[src/rtl/cordic_pkg.sv]
// Shared constants, result record and gain-compensation helper for the CORDIC output stage.
package cordic_pkg;

  localparam int DATA_W   = 8;
  localparam int GAIN_SH1 = 1;
  localparam int GAIN_SH2 = 3;
  localparam int GAIN_SH3 = 6;

  localparam logic MODE_ROT = 1'b0;
  localparam logic MODE_VEC = 1'b1;

  typedef struct packed {
    logic              mode;
    logic [DATA_W-1:0] a;
    logic [DATA_W-1:0] b;
  } res_t;

  // v*K with K ~ 0.609, using floor shifts; magnitude never exceeds 78 so 8 bits suffice.
  function automatic logic [DATA_W-1:0] gain_comp(input logic [DATA_W-1:0] v);
    logic signed [DATA_W-1:0] s;
    s = $signed(v);
    return (s >>> GAIN_SH1) + (s >>> GAIN_SH2) - (s >>> GAIN_SH3);
  endfunction

endpackage

[src/rtl/cordic_res_fifo.sv]
// Synchronous result FIFO; head entry is visible combinationally so the stage adds no read latency.
module cordic_res_fifo
  import cordic_pkg::*;
#(
  parameter int DEPTH = 4,
  localparam int AW = (DEPTH > 1) ? $clog2(DEPTH) : 1,
  localparam int CW = $clog2(DEPTH) + 1
) (
  input  logic          clk,
  input  logic          rst,
  input  logic          push,
  input  logic          pop,
  input  res_t          din,
  output res_t          dout,
  output logic          full,
  output logic          empty,
  output logic [CW-1:0] count
);

  res_t          mem_reg [DEPTH];
  logic [AW-1:0] wr_ptr_reg;
  logic [AW-1:0] rd_ptr_reg;
  logic [CW-1:0] count_reg;
  logic [CW-1:0] count_next;

  always_comb begin
    count_next = count_reg;
    if (push && !pop) begin
      count_next = count_reg + CW'(1);
    end else if (pop && !push) begin
      count_next = count_reg - CW'(1);
    end
  end

  // DEPTH is a power of two, so the pointers wrap naturally at AW bits.
  always_ff @(posedge clk) begin
    if (rst) begin
      wr_ptr_reg <= '0;
      rd_ptr_reg <= '0;
      count_reg  <= '0;
    end else begin
      if (push) wr_ptr_reg <= wr_ptr_reg + AW'(1);
      if (pop)  rd_ptr_reg <= rd_ptr_reg + AW'(1);
      count_reg <= count_next;
    end
  end

  always_ff @(posedge clk) begin
    if (push) begin
      mem_reg[wr_ptr_reg] <= din;
    end
  end

  assign dout  = mem_reg[rd_ptr_reg];
  assign full  = (count_reg == CW'(DEPTH));
  assign empty = (count_reg == '0);
  assign count = count_reg;

endmodule

[src/rtl/cordic_out_stage.sv]
// CORDIC result output stage: stage register + result FIFO with handshake and drop detection.
// Define CORDIC_GAIN_COMP_EN to apply K~0.609 gain compensation to rotation-mode results.
module cordic_out_stage
  import cordic_pkg::*;
#(
  parameter int DEPTH = 4
) (
  input  logic              clk,
  input  logic              rst,
  input  logic              in_valid,
  input  logic              in_mode,
  input  logic [DATA_W-1:0] in_a,
  input  logic [DATA_W-1:0] in_b,
  output logic              in_ready,
  output logic              out_valid,
  input  logic              out_ready,
  output logic [DATA_W-1:0] out_a,
  output logic [DATA_W-1:0] out_b,
  output logic              out_mode,
  output logic              drop_err,
  output logic [4:0]        occupancy
);

  localparam int CW = $clog2(DEPTH) + 1;

  res_t          stage_reg;
  logic          stage_valid_reg;
  logic          drop_err_reg;
  res_t          in_res;
  res_t          head;
  logic          fifo_full;
  logic          fifo_empty;
  logic [CW-1:0] fifo_count;
  logic          pop;
  logic          stage_move;
  logic          accept;

  always_comb begin
    in_res.mode = in_mode;
    in_res.a    = in_a;
    in_res.b    = in_b;
`ifdef CORDIC_GAIN_COMP_EN
    if (in_mode == MODE_ROT) begin
      in_res.a = gain_comp(in_a);
      in_res.b = gain_comp(in_b);
    end
`endif
  end

  assign pop        = out_valid && out_ready;
  assign stage_move = stage_valid_reg && (!fifo_full || pop);
  assign in_ready   = !stage_valid_reg || stage_move;
  assign accept     = in_valid && in_ready;

  always_ff @(posedge clk) begin
    if (rst) begin
      stage_valid_reg <= 1'b0;
      drop_err_reg    <= 1'b0;
    end else begin
      if (accept) begin
        stage_valid_reg <= 1'b1;
        stage_reg       <= in_res;
      end else if (stage_move) begin
        stage_valid_reg <= 1'b0;
      end
      if (in_valid && !in_ready) begin
        drop_err_reg <= 1'b1;
      end
    end
  end

  cordic_res_fifo #(
    .DEPTH(DEPTH)
  ) u_fifo (
    .clk   (clk),
    .rst   (rst),
    .push  (stage_move),
    .pop   (pop),
    .din   (stage_reg),
    .dout  (head),
    .full  (fifo_full),
    .empty (fifo_empty),
    .count (fifo_count)
  );

  // Stale RAM contents are masked so an empty FIFO always presents zeros.
  assign out_valid = !fifo_empty;
  assign out_a     = fifo_empty ? '0 : head.a;
  assign out_b     = fifo_empty ? '0 : head.b;
  assign out_mode  = fifo_empty ? 1'b0 : head.mode;
  assign drop_err  = drop_err_reg;
  assign occupancy = 5'(fifo_count) + 5'(stage_valid_reg);

endmodule

[config.mk]
export PLATFORM = sky130hd
export DESIGN_NAME = cordic_out_stage
export DESIGN_NICKNAME = d
export VERILOG_FILES = /design/src/rtl/cordic_pkg.sv /design/src/rtl/cordic_res_fifo.sv /design/src/rtl/cordic_out_stage.sv
export SDC_FILE = /design/constraint.sdc
export NUM_CORES = 1
export LEC_CHECK = 0
export ABC_AREA = 1
export CORE_UTILIZATION = 55
export CTS_CLUSTER_SIZE = 16
export DETAILED_ROUTE_END_ITERATION = 8
export HOLD_SLACK_MARGIN = 0.06
export MAX_ROUTING_LAYER = met4
export PLACE_DENSITY = 0.79
export SYNTH_ARGS = -nofsm -noshare
export SYNTH_HDL_FRONTEND = slang
export SYNTH_SLANG_ARGS = --single-unit
[constraint.sdc]
create_clock -name clk -period 2.7 [get_ports clk]
set_input_delay 0.54 -clock clk [delete_from_list [all_inputs] [get_ports clk]]
set_output_delay 0.54 -clock clk [all_outputs]
set_load 0.02 [all_outputs]
# Word-level counts from Yosys, hierarchy flattened
# Memories as Yosys holds them, arrays and structs flattened. A register that Yosys moved wholly into a read port is not among the register bits.
# Cells that the tools add are included.
# op_classes
addsub	5
n_reduce_logical	18
eq_ne	1
bitwise	1
muxes	11
# op_table
cell	n
$mux W8	2
$logic_and A1 B1 Y1	6
$logic_not A1 Y1	6
$mux W3	2
$mux W1	5
$add A2 B1 Y2 const B	2
$add A3 B1 Y4	1
$mux W2	2
$reduce_bool A2 Y1	2
$add A3 B1 Y3 const B	1
$eq A3 B3 Y1 const B	1
$logic_not A3 Y1	1
$sub A3 B1 Y3 const B	1
$logic_or A1 B1 Y1	2
$reduce_and A2 Y1	1
$not A1 Y1	1
# word_totals
mem_count	1
regBits	26
wordCells	45
mem_bits_rw	68
output_inout_bits	25
input_bits	21
# memory_table
name	depth	word_bits	rd	rd_ports_with_merged_regs	wr	line	source
u_fifo.mem_reg	4	17	1	1	1	cordic_res_fifo.sv:20	res_t mem_reg [DEPTH];

# Logic depth before layout (Yosys ltp)
# depth
ltp_word	9
mapped_depth	13
mapped_depth_nobuf	13

# Cells and area by module
# A second synthesis with hierarchy kept.
# hier_totals
cells_unflattened	299
hier_area_um2	3882.5
# by_module_without_submodules
module	seq_area_each_um2	cells_per_inst	area_each_um2	n_inst
cordic_res_fifo	2222.1	222	3026.7	1
cordic_out_stage	550.5	77	855.8	1

# Worst setup path before layout
# No wires, ideal clock.
# synth_path
path_type	input port to flip-flop
startpoint	input out_ready
endpoint	memory u_fifo.mem_reg[0][0] in the netlist's numbering, enable pin
n_path_buf	0
t_arrival_ns	1.584
cell_stages	4
t_required_ns	2.309
path_slack_ns	0.725
setup_ns	0.391
cell_sequence	inv_1 > nand3_1 > nand2_1 > nor2_1
# synth_between
elab_chain_len	5
# synth_rtl
item	line	source
start: declaration	cordic_out_stage.sv:16	input logic out_ready,
$logic_and A1 B1 Y1	cordic_out_stage.sv:50	assign pop = out_valid && out_ready;
$logic_or A1 B1 Y1	cordic_out_stage.sv:51	assign stage_move = stage_valid_reg && (!fifo_full || pop);
$logic_and A1 B1 Y1	cordic_out_stage.sv:51	
$mux W1	cordic_res_fifo.sv:49	if (push) begin
$mux W1 (implied by the code)	cordic_res_fifo.sv:50	mem_reg[wr_ptr_reg] <= din;
end: declaration	cordic_res_fifo.sv:20	
# Every way passes these cells.

# Final worst setup path
# layout_path
startpoint	register u_fifo.count_reg[0] (netlist: u_fifo.count[0])
endpoint	output out_a[3]
# layout_between
elab_chain_len	2
# layout_rtl
item	line	source
start: declaration	cordic_res_fifo.sv:23	logic [CW-1:0] count_reg;
start signal: assignment	cordic_res_fifo.sv:44	count_reg <= count_next;
$logic_not A3 Y1	cordic_res_fifo.sv:56	assign empty = (count_reg == '0);
$mux W8	cordic_out_stage.sv:88	assign out_a = fifo_empty ? '0 : head.a;
end: declaration	cordic_out_stage.sv:17	output logic [DATA_W-1:0] out_a,
# Every way passes these cells.

==> run summary <==
Outcome: finished clean
Clock Skews: 0.00914 ns
LEAKAGE: 1.61 nW
Largest delay contributor family on the critical path: buffers and inverters
Critical Path Slowest Stage Cell: clkdlybuf4s50_1
Top cells by area, synth: edfxtp_1 67%, nor2_1 7.8%, dfxtp_1 5.8%
Die X: 85.2 um
Post-Syn Nets: 332
Setup bufs post-CTS: 0
Clock latency on the worst-skew pair: 0.35 ns
Critical path fanouts, max: 17
Initial antenna violation count: 0
Routability cong.: 0.786
Root Driver: clkbuf_8
Multi-input gate area: 847 um2
Min-delay worst type: register to register
Netlist cell types: 22
Number of buffers created by CTS: 9
CP Buf/Inv Count: 2
Avg Inst Size Synth: 12.6 um2
Post-CTS Hold Fix Bufs: 0
DP Wirelength: 4330 um
DRC: 0
Clk slew on worst S/H paths: 0.09 ns
Max cap viols: 0
Port bufs: 44
Routed wl met3: 301 um
Max FFs per register: 68
Rows: 29
Iteration-0 DRC Markers: 224
Starting density of the core: 58.3%
Final WL: 6850 um
Core ar.: 0.00653 mm2
Die height: 85.2 um
Pwr Density: 924 mW/mm2
WL met1: 2920 um
Vias/cell: 5.35
Nets: 384
Crit path time final: 2.58 ns
Sequential cell area: 0.00277 mm2
CTS tree: done
Area post-placement: 0.00432 mm2
Filler Cell Count: 469
Metal2 WL: 3510 um
Cell Area, Synth: 0.00381 mm2
Largest net degree at the start of global routing: 36
Vias in the first global route: 2286
Place WS: 0.129 ns
Global route overflow: 0
DRT Pass-1 Iters: 4
Leading cell type in the layout, fill and taps excluded: edfxtp_1
Final Slew Violations: 0
Final setup fails: 0
Cells after synthesis: 303
Area Overhead vs Synth: 18.0%
Critical Path Sink Type: output pin
Critical path arrival: 2.04 ns
Die area: 0.00726 mm2
Top Ports: 46
Clock Sinks: 96
Synthesis warning total: 0
Ant. Diodes: 0
Sequential cell area fraction in the yosys report: 72.8%
Cell count after placement: 421
Yosys reg bits: 96
Layout cells sized above 1: 8.61%
CP Launch Type: register
RSZ-0062 raised after global routing: false
Highest clock rate: 388 MHz
Final ANT Viol Nets: 0
Crit path largest cell delay: 0.64 ns
Leading area contributor after synthesis: edfxtp_1
Fin crit share: 95.5%
Crit path cell chain: nor2_4 -> nand2_4 -> inv_2 -> a21oi_1 -> clkdlybuf4s50_1
CP Class: register to output pin
Global Route Usage Sum: 21.2%
H-tree depth: 3
Max Used Layer: met4
Hold Vio Cnt, Final: 0
Maximum vdd drop: 0.520 mV
Clk buf depth: 2
Util after Layout: 68.8%
Top-area cell type share of the netlist area: 67.1%
Setup ws final: 0.121 ns
Post-route insts no fill: 437
First-pass GRT wire length: 11000 um
DR WL/cell: 15.7 um
Finished Cell Area: 0.00449 mm2
Most frequent cells in the layout: 85 x edfxtp_1, 79 x nor2_1, 44 x clkdlybuf4s50_1, 30 x o21ai_1, 22 x a21oi_1
Fin Setup TNS: 0 ns
Routed vias: 2339
Critical path required time: 2.16 ns
-- synthesized netlist by cell type (all sizes together) --
library cell   n
nand4          1
edfxtp        85
nand2         16
buf           12
ha             7
xor2           2
conb           1
a21oi         22
dfxtp         11
and3           1
fa             1
nor2          80
inv           20
o21ai         37
nand3          7
-- metal layers --
layer / vias to the layer above / track usage (%)
li1: 1150 / -
met4: 0 / 10.5
met2: 69 / 34.5
met3: 10 / 3.70
met5: - / -
met1: 1110 / 26.0
-- cell families (layout without fill, tap and decap cells) --
family | Yosys count | count (layout) | synth area share [%]
other | 1 | 1 | 0.0985
adder cells (fa/ha/maj) | 8 | 8 | 2.83
XOR/XNOR | 2 | 2 | 0.460
AND/OR/NAND/NOR | 105 | 105 | 11.1
buffers and inverters | 32 | 89 | 4.90
flip-flops | 96 | 96 | 72.8
AO/OA/AOI/OAI | 59 | 59 | 7.76
-- cell type report --
cell class / count / share of cell area (%)
Clock inverter: 6 / 0.947
Multi-Input combinational cell: 175 / 18.9
Timing Repair Buffer: 53 / 11.6
Sequential cell: 96 / 61.7
Tap cell: 77 / 2.14
Clock buffer: 10 / 2.84
Inverter: 20 / 1.89
-- final timing paths --
path | slack (ns) | depth (start not counted) | startpoint | endpoint
worst max-delay path | 0.12 | 5 | u_fifo.count[0]$_SDFFE_PP0P_ | out_a[3]
worst min-delay path | 0.49 | 2 | drop_err$_SDFFE_PP0P_ | drop_err$_SDFFE_PP0P_
worst max register to register | 0.70 | 13 | u_fifo.count[0]$_SDFFE_PP0P_ | u_fifo.count[2]$_SDFFE_PP0P_
worst min register to register | 0.49 | 2 | drop_err$_SDFFE_PP0P_ | drop_err$_SDFFE_PP0P_
-- per-stage QoR --
step                total power, mW  hold slack (ns)
floorplan                      2.78            0.459
global placement               3.32            0.455
detailed placement             3.35            0.456
CTS                            4.17            0.487
global route                   4.38            0.515
finish                         4.15            0.493
-- worst reg2reg max path, delay by kind of cell (launching register included) --
| kind | cells | cell delay (ns) |
|---|---|---|
| fa+ha+maj | 2 | 0.53 |
| simple gates | 8 | 0.66 |
| flops | 1 | 0.48 |
| buf+inv | 3 | 0.21 |
-- report_power, final --
part           leakage (nW)  internal, mW  switching, mW
Combinational         0.656         0.622          0.896
Sequential            0.868          1.72         0.0863
Clock                0.0831         0.338          0.489
-- what timing repair did --
item,CTS,global route
cloned,0,0
setup endpoints to repair,1,5
resized for setup,1,2
Note: power is estimated with default switching activity, not from simulation.
